[src/rtl/debounce_pkg.sv]
// Shared constants and helpers for the debounce_toggle_bank push-button front end.
package debounce_pkg;

    localparam int DEBOUNCE_CYCLES_DEF = 250000;
    localparam int HOLD_CYCLES_DEF     = 5000000;

    // Counter width for a terminal count of n; never narrower than one bit.
    function automatic int cnt_width(input int n);
        int w;
        w = $clog2(n);
        return (w < 1) ? 1 : w;
    endfunction

endpackage

[src/rtl/debounce_toggle_bank_if.sv]
// Switch/LED bus between the board-facing debounce bank and its consumer.
interface debounce_toggle_bank_if #(
    parameter int NUM_CH = 4
);
    logic [NUM_CH-1:0] i_switch;
    logic              i_led_clr;
    logic [NUM_CH-1:0] o_switch;
    logic [NUM_CH-1:0] o_press;
    logic [NUM_CH-1:0] o_release;
    logic [NUM_CH-1:0] o_long;
    logic [NUM_CH-1:0] o_led;

    modport master (
        output i_switch, i_led_clr,
        input  o_switch, o_press, o_release, o_long, o_led
    );

    modport slave (
        input  i_switch, i_led_clr,
        output o_switch, o_press, o_release, o_long, o_led
    );
endinterface

[src/rtl/debounce_channel.sv]
// One switch channel: 2-flop synchroniser, counter debounce, press/release pulses, toggle LED.
// Long-press detection is built only when LONG_PRESS_EN is defined.
module debounce_channel
    import debounce_pkg::*;
#(
    parameter int DEBOUNCE_CYCLES = DEBOUNCE_CYCLES_DEF,
    parameter int HOLD_CYCLES     = HOLD_CYCLES_DEF
) (
    input  logic clk,
    input  logic i_rst,
    input  logic i_switch,
    input  logic i_led_clr,
    output logic o_switch,
    output logic o_press,
    output logic o_release,
    output logic o_long,
    output logic o_led
);

    if (DEBOUNCE_CYCLES < 2 || HOLD_CYCLES < 1) begin : g_bad_params
        $error("debounce_channel: DEBOUNCE_CYCLES must be >= 2 and HOLD_CYCLES >= 1");
    end

    localparam int            CW       = cnt_width(DEBOUNCE_CYCLES);
    localparam logic [CW-1:0] CNT_LAST = CW'(DEBOUNCE_CYCLES - 1);

    logic          s1;
    logic          s2;
    logic [CW-1:0] cnt;
    logic          flip;
    logic          fall;
    logic          suppress;

    assign flip = (s2 != o_switch) && (cnt == CNT_LAST);
    assign fall = flip && !s2;

    // NOTE: every flop here is cleared by a synchronous reset and written with <=,
    // so all state updates on the same edge from pre-edge values.
    always_ff @(posedge clk) begin
        if (i_rst) begin
            s1 <= 1'b0;
            s2 <= 1'b0;
        end else begin
            s1 <= i_switch;
            s2 <= s1;
        end
    end

    // Any cycle where the synchronised input agrees with the debounced state restarts the count.
    always_ff @(posedge clk) begin
        if (i_rst) begin
            cnt <= '0;
        end else if (s2 == o_switch || flip) begin
            cnt <= '0;
        end else begin
            cnt <= cnt + 1'b1;
        end
    end

    always_ff @(posedge clk) begin
        if (i_rst) begin
            o_switch  <= 1'b0;
            o_press   <= 1'b0;
            o_release <= 1'b0;
        end else begin
            o_switch  <= flip ? s2 : o_switch;
            o_press   <= flip && s2;
            o_release <= fall;
        end
    end

`ifdef LONG_PRESS_EN
    localparam int            HW       = cnt_width(HOLD_CYCLES + 1);
    localparam logic [HW-1:0] HOLD_MAX = HW'(HOLD_CYCLES);
    localparam logic [HW-1:0] HOLD_HIT = HW'(HOLD_CYCLES - 1);

    logic [HW-1:0] hold_cnt;
    logic          long_flag;
    logic          long_hit;

    // A hold that would qualify on the release edge itself is treated as a short press.
    assign long_hit = o_switch && !flip && (hold_cnt == HOLD_HIT);
    assign suppress = long_flag;

    always_ff @(posedge clk) begin
        if (i_rst) begin
            hold_cnt  <= '0;
            long_flag <= 1'b0;
            o_long    <= 1'b0;
        end else begin
            if (!o_switch) begin
                hold_cnt <= '0;
            end else if (hold_cnt != HOLD_MAX) begin
                hold_cnt <= hold_cnt + 1'b1;
            end
            o_long <= long_hit;
            if (fall) begin
                long_flag <= 1'b0;
            end else if (long_hit) begin
                long_flag <= 1'b1;
            end
        end
    end
`else
    assign o_long   = 1'b0;
    assign suppress = 1'b0;
`endif

    // Clear takes priority over a toggle landing on the same edge.
    always_ff @(posedge clk) begin
        if (i_rst) begin
            o_led <= 1'b0;
        end else if (i_led_clr) begin
            o_led <= 1'b0;
        end else if (fall && !suppress) begin
            o_led <= ~o_led;
        end
    end

endmodule

[src/rtl/debounce_toggle_bank.sv]
// Multi-channel push-button front end: NUM_CH independent debounce_channel instances.
// Optional long-press suppression of the release toggle: define LONG_PRESS_EN.
module debounce_toggle_bank
    import debounce_pkg::*;
#(
    parameter int NUM_CH          = 4,
    parameter int DEBOUNCE_CYCLES = DEBOUNCE_CYCLES_DEF,
    parameter int HOLD_CYCLES     = HOLD_CYCLES_DEF
) (
    input  logic                    clk,
    input  logic                    i_rst,
    debounce_toggle_bank_if.slave   bus
);

    for (genvar c = 0; c < NUM_CH; c++) begin : g_ch
        debounce_channel #(
            .DEBOUNCE_CYCLES (DEBOUNCE_CYCLES),
            .HOLD_CYCLES     (HOLD_CYCLES)
        ) u_ch (
            .clk       (clk),
            .i_rst     (i_rst),
            .i_switch  (bus.i_switch[c]),
            .i_led_clr (bus.i_led_clr),
            .o_switch  (bus.o_switch[c]),
            .o_press   (bus.o_press[c]),
            .o_release (bus.o_release[c]),
            .o_long    (bus.o_long[c]),
            .o_led     (bus.o_led[c])
        );
    end

endmodule
[src/flat_wrapper.sv]
// flat-port wrapper written by rule: the top's interface ports become plain ports
module debounce_toggle_bank_flat import debounce_pkg::*;
#(
    parameter int NUM_CH          = 4,
    parameter int DEBOUNCE_CYCLES = DEBOUNCE_CYCLES_DEF,
    parameter int HOLD_CYCLES     = HOLD_CYCLES_DEF
)
  (clk, i_rst, bus_i_switch, bus_i_led_clr, bus_o_switch, bus_o_press, bus_o_release, bus_o_long, bus_o_led);
  debounce_toggle_bank_if #(.NUM_CH(NUM_CH)) bus_i ();
  input  logic clk;
  input  logic i_rst;
  input wire logic [$bits(bus_i.i_switch)-1:0] bus_i_switch;
  input wire logic [$bits(bus_i.i_led_clr)-1:0] bus_i_led_clr;
  output wire logic [$bits(bus_i.o_switch)-1:0] bus_o_switch;
  output wire logic [$bits(bus_i.o_press)-1:0] bus_o_press;
  output wire logic [$bits(bus_i.o_release)-1:0] bus_o_release;
  output wire logic [$bits(bus_i.o_long)-1:0] bus_o_long;
  output wire logic [$bits(bus_i.o_led)-1:0] bus_o_led;
  assign bus_i.i_switch = bus_i_switch;
  assign bus_i.i_led_clr = bus_i_led_clr;
  assign bus_o_switch = bus_i.o_switch;
  assign bus_o_press = bus_i.o_press;
  assign bus_o_release = bus_i.o_release;
  assign bus_o_long = bus_i.o_long;
  assign bus_o_led = bus_i.o_led;
  debounce_toggle_bank #(.NUM_CH(NUM_CH), .DEBOUNCE_CYCLES(DEBOUNCE_CYCLES), .HOLD_CYCLES(HOLD_CYCLES)) u_core (.clk(clk), .i_rst(i_rst), .bus(bus_i));
endmodule
[config.mk]
export PLATFORM = sky130hd
export DESIGN_NAME = debounce_toggle_bank_flat
export DESIGN_NICKNAME = d
export VERILOG_FILES = /design/src/rtl/debounce_pkg.sv /design/src/rtl/debounce_toggle_bank_if.sv /design/src/rtl/debounce_channel.sv /design/src/rtl/debounce_toggle_bank.sv /design/src/flat_wrapper.sv
export SDC_FILE = /design/constraint.sdc
export NUM_CORES = 1
export LEC_CHECK = 0
export ABC_AREA = 1
export CORE_MARGIN = 2
export CORE_UTILIZATION = 50
export CTS_CLUSTER_SIZE = 10
export DETAILED_ROUTE_END_ITERATION = 10
export PLACE_DENSITY_LB_ADDON = 0.2
export SYNTH_ARGS = -nofsm -noshare
export SYNTH_HDL_FRONTEND = slang
export SYNTH_SLANG_ARGS = --single-unit
[constraint.sdc]
create_clock -name clk -period 3.9 [get_ports clk]
set_clock_uncertainty 0.15 [all_clocks]
set_input_delay 0.975 -clock clk [delete_from_list [all_inputs] [get_ports clk]]
set_output_delay 0.975 -clock clk [all_outputs]
set_load 0.01 [all_outputs]
==> impl_metrics.toml <==
[run_status]
status = "finished, final reports clean"

[worst_setup_path]
r2r.worst_path.cells = 8
reg2reg_slack_ns = 2.11
required_ns = 2.77
path_buf_inv = 1
r2r-start = "u_core.g_ch[3].u_ch.cnt[0]$_SDFF_PP0_"
path_max_fanout = 3
cp_num_cells = 1
path_delay_family = "buffers and inverters"
arrival_ns = 1.32
max_stage_delay_ns = 0.56
worstPathCellList = "clkdlybuf4s50_1"
worstSetupStartpointType = "register"
critical_path_class = "register to output port"
r2r_end = "u_core.g_ch[3].u_ch.cnt[9]$_SDFF_PP0_"
endpoint_kind = "output port"
slowest_stage = "clkdlybuf4s50_1"
startpoint = "u_core.g_ch[0].u_ch.o_switch$_SDFFE_PP0P_"
crit_end = "bus_o_switch[0]"

[timing]
rsz0062_at_grt = "no"
fin_crit_sh = 0.6271
setup_viol = 0
final_hold_viol_count = 0
tns_ns = 0
fin_crit_ns = 2.446
finalMaxSlewViolations = 0
max_freq_mhz = 408.9

[placement]
dp_hpwl_um = 6583
place.gp.congestion = 0.8893
port_buffers = 22

[clocking]
cts_tree = "yes"
clockRootBuffer = "clkbuf_8"
clk_pin_slew_ns = 0.09
post_cts_buffers = 0
hold_buffers = 0
ctsHtreeMaxLevel = 3
cts_resized = 0
clkSinkCount = 96
numCtsBuffers = 9
cts_max_path_buffers = 2
clk_latency_ns = 0.36

[synthesis]
synth_top_area_frac = 0.4075
synth_commonest_cells = "nand2_1, nor2_1, dfxtp_1, inv_1, nand3_1"
synthTopCellsByArea = "dfxtp_1, nand2_1, nor2_1"
synth_cell_type_count = 30
synth_seq_cells = 96
yosysMostFrequentCell = "nand2_1"
synth.cell_area_um2 = 4716
synth-async-reset-ratio = 0
yosysWarnings = 0
synth-edff-count = 0
synth_cells = 683
synthFlopType = "dfxtp_1"
syn-mean-instance-area_um2 = 6.904
synth_top_area_cell = "dfxtp_1"
yosysSeqAreaShare = 0.4075

[cells_and_area]
antenna_cells = 0
drive_above_1_share = 0.06724
seq_area_um2 = 1922
utilization = 0.5546
fill_cells = 883
multi_input_area_um2 = 2280
fin_nets = 705
area_growth_pct = 8.145

[floorplan]
core_um2 = 9196
die_area_um2 = 10220
die_h_um = 101.1
die_w_um = 101.1
start_util = 0.5128
fp-row-count = 35
pin_count = 27

[power]
max-vdd-ir-drop_mv = 0.1968
power_density_nw_per_um2 = 330.2
leakage_nw = 1.774
total_power_mw = 1.684

[route]
drt-initial-drc-count = 96
viasPerCell = 4.895
drtAntennaViolNets = 0
drt_first_pass_iters = 5
vias = 3965
wl_um = 8701
post-route-drc-count = 0
wire_per_inst_um = 10.74

[grt]
track_usage = 0.1843
grt_pass1_vias = 3685
grt_max_degree = 19
grt_overflow = 0
grt_antenna_before_repair = 0
grt_pass1_wl_um = 15370

[job]
maxCapViolCount = 0

[hold_path]
hold_class = "register to register"
hp-start = "u_core.g_ch[2].u_ch.s1$_SDFF_PP0_"
where the power goes:
part | switching [mW] | total [mW] | internal [mW]
combinational | 0.0200 | 0.0316 | 0.0116
sequential | 0.00332 | 0.988 | 0.984
clock | 0.336 | 0.665 | 0.329
total | 0.359 | 1.68 | 1.33
logic make-up (layout without fill, tap and decap cells):
family,Yosys count,count (layout),synth area share
other,1,4,0.0007952
buffers and inverters,112,125,0.1114
and+or+nand+nor,404,404,0.3757
xor gates and xnor gates,30,30,0.05572
DFF,96,96,0.4075
AOI/OAI and AO/OA,36,36,0.03821
adders and majority gates,4,4,0.01061
sequential cells by signal (all words and copies together) (netlist names):
register / count
u_core.g_ch.u_ch.o_switch: 4
u_core.g_ch.u_ch.o_press: 4
u_core.g_ch.u_ch.s1: 4
u_core.g_ch.u_ch.o_release: 4
u_core.g_ch.u_ch.o_led: 4
u_core.g_ch.u_ch.cnt: 72
u_core.g_ch.u_ch.s2: 4
area by class of cell:
type                    count  share of cell area
flip-flops and latches     96              0.3768
well taps                 111             0.02723
clock inverters             5             0.01079
inverters                  86             0.06379
repair buffers             23             0.04465
multi-input cells         478              0.4470
clock buffers              11             0.02969
how the worst min path moves through the flow:
stage	slack [ns]	end	cells after the start
after global placement	0.24	u_core.g_ch[1].u_ch.s2$_SDFF_PP0_	2
after detailed placement	0.24	u_core.g_ch[2].u_ch.s2$_SDFF_PP0_	2
after global routing	0.27	u_core.g_ch[2].u_ch.s2$_SDFF_PP0_	2
after floorplan	0.24	u_core.g_ch[0].u_ch.s2$_SDFF_PP0_	2
after CTS	0.25	u_core.g_ch[2].u_ch.s2$_SDFF_PP0_	2
final	0.25	u_core.g_ch[2].u_ch.s2$_SDFF_PP0_	2
per-stage QoR:
step / hold WS [ns] / worst slack, ns / instances / area, um2
CTS: 0.2540 / 1.446 / 810 / 5100
global route: 0.2658 / 1.406 / 810 / 5100
detailed placement: 0.2417 / 1.176 / 794 / 4893
global placement: 0.2399 / 1.242 / 794 / 4893
floorplan: 0.2383 / 1.895 / 686 / 4727
finish: 0.2523 / 1.454 / 810 / 5100
metal layers:
metal / vias up / global-route usage / routed length (um)
li1: 2102 / - / -
met1: 1774 / 0.2389 / 4262
met2: 78 / 0.3102 / 4043
met3: 11 / 0.02982 / 320
met4: 0 / 0.06653 / 74
met5: - / 0 / 0
placed cells by master, fill, tap and decap left out, types with 4 or more instances in the layout:
cell / netlist / final
nand2_1: 170 / 170
nor2_1: 142 / 142
dfxtp_1: 96 / 96
inv_1: 81 / 81
nand3_1: 36 / 36
a21oi_1: 33 / 33
clkdlybuf4s50_1: 0 / 22
xor2_1: 21 / 21
nand4_1: 13 / 13
clkbuf_8: 0 / 11
nor3_1: 9 / 9
xnor2_1: 9 / 9
nor2_4: 8 / 8
nand3_2: 5 / 5
or2_2: 4 / 4
or2_0: 4 / 4
ha_1: 4 / 4
conb_1: 1 / 4
No activity file was read; power rests on OpenSTA's default activity.
